<file path="config.mk">
export PLATFORM = sky130hd
export DESIGN_NAME = regfile_mp_sb
export DESIGN_NICKNAME = d
export VERILOG_FILES = /design/src/rtl/regfile_mp_sb.sv
export SDC_FILE = /design/constraint.sdc
export NUM_CORES = 2
export LEC_CHECK = 0
export BUFFER_PORTS_ARGS = -buffer_cell sky130_fd_sc_hd__buf_2
export CAP_MARGIN = 10
export CORE_ASPECT_RATIO = 2
export CORE_MARGIN = 3
export CORE_UTILIZATION = 30
export CTS_CLUSTER_DIAMETER = 40
export CTS_CLUSTER_SIZE = 10
export DETAILED_ROUTE_END_ITERATION = 8
export PLACE_DENSITY = 0.55
export SETUP_SLACK_MARGIN = 0.2
export SLEW_MARGIN = 15
export SYNTH_ARGS = -nofsm -noshare
export SYNTH_HDL_FRONTEND = slang
export SYNTH_SLANG_ARGS = --single-unit
</file>
<file path="constraint.sdc">
create_clock -name clk -period 5.1 [get_ports clk]
set_input_delay 0.51 -clock clk [delete_from_list [all_inputs] [get_ports clk]]
set_output_delay 0.51 -clock clk [all_outputs]
set_load 0.1 [all_outputs]
</file>
<file path="src/rtl/regfile_mp_sb.sv">
// Multi-port register file with two prioritised write ports, optional write-to-read
// bypass and a per-register busy scoreboard for in-flight writeback producers.
module regfile_mp_sb #(
    parameter int XLEN   = 32,
    parameter int NREGS  = 32,
    parameter int RPORTS = 2,
    parameter int BYPASS = 1,
    localparam int AW    = $clog2(NREGS)
) (
    input  logic                   clk,
    input  logic                   rst_n,
    input  logic [RPORTS*AW-1:0]   rd_num,
    output logic [RPORTS*XLEN-1:0] rd_value,
    output logic [RPORTS-1:0]      rd_busy,
    input  logic                   wr0_en,
    input  logic [AW-1:0]          wr0_num,
    input  logic [XLEN-1:0]        wr0_value,
    input  logic                   wr1_en,
    input  logic [AW-1:0]          wr1_num,
    input  logic [XLEN-1:0]        wr1_value,
    input  logic                   issue_en,
    input  logic [AW-1:0]          issue_num,
    input  logic                   flush,
    output logic                   any_busy
);

    logic [XLEN-1:0]  regs [NREGS];
    logic [NREGS-1:0] busy;
    logic [NREGS-1:0] busy_nxt;
    logic             wr0_hit;
    logic             wr1_hit;
    logic             bypass_ok;

    assign wr0_hit   = wr0_en && (wr0_num != '0);
    assign wr1_hit   = wr1_en && (wr1_num != '0);
    // Forwarding is suppressed while reset is held so a write that will be lost is never seen.
    assign bypass_ok = (BYPASS != 0) && rst_n;

    always_comb begin
        busy_nxt = '0;
        for (int r = 1; r < NREGS; r++) begin
            if (flush)
                busy_nxt[r] = 1'b0;
            else if (issue_en && (issue_num == AW'(r)))
                busy_nxt[r] = 1'b1;
            else if ((wr0_hit && (wr0_num == AW'(r))) || (wr1_hit && (wr1_num == AW'(r))))
                busy_nxt[r] = 1'b0;
            else
                busy_nxt[r] = busy[r];
        end
    end

    // Port 1 is written last so it wins when both ports target the same register.
    always_ff @(posedge clk or negedge rst_n) begin
        if (!rst_n) begin
            for (int r = 0; r < NREGS; r++)
                regs[r] <= '0;
            busy     <= '0;
            any_busy <= 1'b0;
        end else begin
            if (wr0_hit)
                regs[wr0_num] <= wr0_value;
            if (wr1_hit)
                regs[wr1_num] <= wr1_value;
            busy     <= busy_nxt;
            any_busy <= |busy_nxt;
        end
    end

    for (genvar i = 0; i < RPORTS; i++) begin : g_rd
        logic [AW-1:0] num;
        logic          hit0;
        logic          hit1;

        assign num  = rd_num[i*AW +: AW];
        assign hit1 = bypass_ok && wr1_hit && (wr1_num == num);
        assign hit0 = bypass_ok && wr0_hit && (wr0_num == num);

        assign rd_value[i*XLEN +: XLEN] = (num == '0) ? '0 :
                                          hit1        ? wr1_value :
                                          hit0        ? wr0_value :
                                                        regs[num];
        assign rd_busy[i] = (num != '0) && !hit1 && !hit0 && busy[num];
    end

endmodule

</file>
==> summary.md <==
| Metric | Value |
|---|---|
| Run status | `completed` |
| Pwr dens | `just under 400 mW/mm²` |
| CTS root buf | `clkbuf_16` |
| Reg clk slew, reported paths | `0.06 ns` |
| First-pass DRT Iterations | `8` |
| Fin. max-slew vios | `0` |
| Area grow syn2layout | `11.92%` |
| VDD IR max | `about 0.32 mV` |
| Largest net degree at the start of global routing | `170` |
| Gpl congestion | `0.9136` |
| Post-synth top cells | `mux2i_1 (1113), dfrtp_1 (1056), mux4_2 (621)` |
| Initial Utilization | `0.3017` |
| TritonCTS buffer count | `119` |
| Reg power frac | `0.419` |
| Final Non-Filler Cells | `~8700` |
| DR vias | `between 50000 and 60000` |
| R2r setup slk | `~2.4 ns` |
| Core Util, Final | `0.3377` |
| Buffers on Ports | `about 160` |
| Antenna violations before repair | `16` |
| Hold Vio Cnt, Final | `0` |
| Crit Path Class | `primary input to output port` |
| Main flop type after synthesis | `dfrtp_1` |
| Setup Viol. Count Final | `0` |
| Number of flops mapped to enable cells by yosys | `0` |
| Synth Register Bits | `between 1000 and 1500` |
| Average size of a mapped cell | `10.97 µm²` |
| Setup TNS | `0 ns` |
| Post-DP Area | `0.07080 mm²` |
| Yosys cell types | `51` |
| Detail Placement HPWL | `173000 µm` |
| Sw frac | `0.3454` |
| Switching pwr | `~10 mW` |
| Clk network pwr share | `0.267` |
| Core area | `0.2192 mm²` |
| Worst path required time | `4.59 ns` |
| Placed Cells | `8547` |
| Die Span Y | `670.0 µm` |
| Synth Area in XOR/XNOR | `0.002648` |
| Die area | `0.2265 mm²` |
| WL per Instance | `32.73 µm` |
| Fmax | `218.9 MHz` |
| Average via count per standard cell | `5.944` |
| Synth Area in Adders | `0` |
| Simple-gate area share of the yosys netlist | `0.07482` |
| DRC viols | `0` |
| Gate power share | `0.314` |
| Final Skew | `0.01304 ns` |
| # fillers | `21580` |
| Vias in the first global route | `around 52000` |
| Max-cap violations | `0` |
| Synth Area in Compound Gates | `0.09669` |
| Bufs on Longest Clock Path | `3` |
| Synth Net Count | `6126` |
| GRT overflow | `0` |
| Critical path capture point type | `output port` |
| Final instance area | `0.07402 mm²` |
| Routed WL | `between 200000 and 300000 µm` |
| Num Clock Sinks | `1056` |
| Leakage power | `slightly above 30 nW` |
| Internal power | `19.17 mW` |
| Ys async rst share | `1.000` |
| IO Count | `162` |
| Global-route wire length before repair | `402900 µm` |
| Worst Tran Pin Value | `1.278 ns` |
| HP Class | `primary input to asynchronous set/reset pin` |
| Die Wd | `338.0 µm` |
| Final Critical Period | `approximately 4.6 ns` |
| Fin crit share | `0.8959` |
| Main combinational cell family by area after synthesis | `multiplexers` |
| RSZ-0062 raised after global routing | `false` |
| Post-synthesis mux area share | `0.3802` |
| Clock Latency Late Sink | `about 0.74 ns` |
| TritonCTS clock tree | `yes` |
| Layout Nets | `5825` |
| Max FO, Critical Path | `54` |
| Worst EP arrival | `4.06 ns` |
| Cell Area, Synth | `0.06614 mm²` |
| Top post-synthesis cells by area | `dfrtp_1 (40%), mux4_2 (21%), mux2i_1 (17%), o21ai_0 (4.1%), a21oi_1 (3.9%)` |
| Antenna-violating nets left | `0` |
| Iter 0 DRT Violations | `6102` |
| Post-synth top area share | `0.3995` |
| H-tree depth | `3` |
| Sequential share of the synthesized area | `0.3995` |
| Global Route Usage Sum | `0.2486` |
| Count leader, synth | `mux2i_1` |
| Mapped Cells | `6031` |
| Slew HR | `0.1478` |
| Pwr Total | `between 20 and 30 mW` |
| Startpoint types | `primary input` |
| Cell type with the highest aggregate area in the netlist | `dfrtp_1` |
| Row count | `243` |
| Postcts setup bufs | `0` |
| Synth warn | `0` |
| Layout cell share with drive strength beyond 1 | `0.2063` |
what timing repair did:
action,in CTS,in global routing
resized for setup,0,0
hold endpoints to repair,25,0
hold buffers,1,0
endpoints found under the setup margin,0,0
worst max-delay path: stages:
cell and delay [ns]:
buf_8 0.58, buf_12 0.33, xnor2_1 0.15, nand3_1 0.10, nor4_2 0.27, buf_4 0.18, nor2_1 0.07, o21ai_4 0.08
buf_4 0.64, o21ai_0 0.61, buf_12 0.35
worst paths after layout:
check	cells after the start	to	start
max reg2reg	5	any_busy	busy[12]
min	2	regs[570]	rst_n
min in group clk	3	busy[26]	issue_num[4]
max	11	rd_value[45]	rd_num[5]
min reg2reg	0	regs[1012]	regs[1012]
max in group asynchronous	6	regs[6]	rst_n
cell type report:
cell class,count,area (µm²),area share
antenna,3,7.507,0.0001014
multi-input combinational,4189,37140,0.5017
inverter,11,41.29,0.0005578
tap,2940,3679,0.04969
clock inverter,10,108.9,0.001471
sequential,1056,26430,0.3570
clock buffer,131,3073,0.04151
timing repair buffer,353,3551,0.04797
power groups by stage:
| stage | Clock (mW) | Sequential [mW] | Combinational [mW] |
|---|---|---|---|
| global placement | 0 | 12.2 | 9.03 |
| floorplan | 0 | 11.6 | 6.62 |
| finish | 7.83 | 12.3 | 9.20 |
| CTS | 7.94 | 12.2 | 9.22 |
| global route | 8.21 | 12.5 | 9.84 |
| detailed placement | 0 | 12.3 | 9.22 |
through the flow:
| step | setup WS [ns] | hold WS, ns |
|---|---|---|
| after floorplan | 0.3583 | 0.2144 |
| after global placement | 0.2799 | 0.3775 |
| after detailed placement | 0.5057 | 0.3836 |
| after CTS | 0.4967 | 0.1949 |
| after global routing | 0.3775 | 0.2386 |
| final | 0.5309 | 0.2328 |
sequential cells by signal (all words and copies together) (netlist names):
register	count
any_busy	1
busy	31
regs	1024
cells by family (layout without fill, tap and decap cells):
logic type / Yosys count / after routing
AO/OA/AOI/OAI: 1207 / 1207
flip-flops: 1056 / 1056
buffers and inverters: 786 / 505
AND/OR/NAND/NOR: 1226 / 1226
XOR/XNOR: 20 / 20
multiplexers: 1736 / 1736
other: 0 / 3
layer usage:
layer | wire (µm) | vias up | global-route usage
met5 | 111 | - | 0
met4 | 23530 | 16 | 0.1681
met3 | 24200 | 911 | 0.05229
met2 | 135500 | 3025 | 0.4044
met1 | 101100 | 26350 | 0.2935
li1 | - | 21370 | -
layout by cell type, fill, tap and decap left out, types with 19 or more instances in the layout:
cell / n
nor2_1: 550
o21ai_0: 547
dfrtp_1: 1056
a21oi_1: 513
mux2i_1: 1113
nor2_4: 28
mux4_2: 621
clkbuf_16: 119
buf_2: 92
a22oi_1: 64
o22ai_1: 43
o32ai_1: 19
nor2b_1: 35
nand2_1: 511
buf_12: 85
buf_4: 167
(Power assumes the default switching activity.)
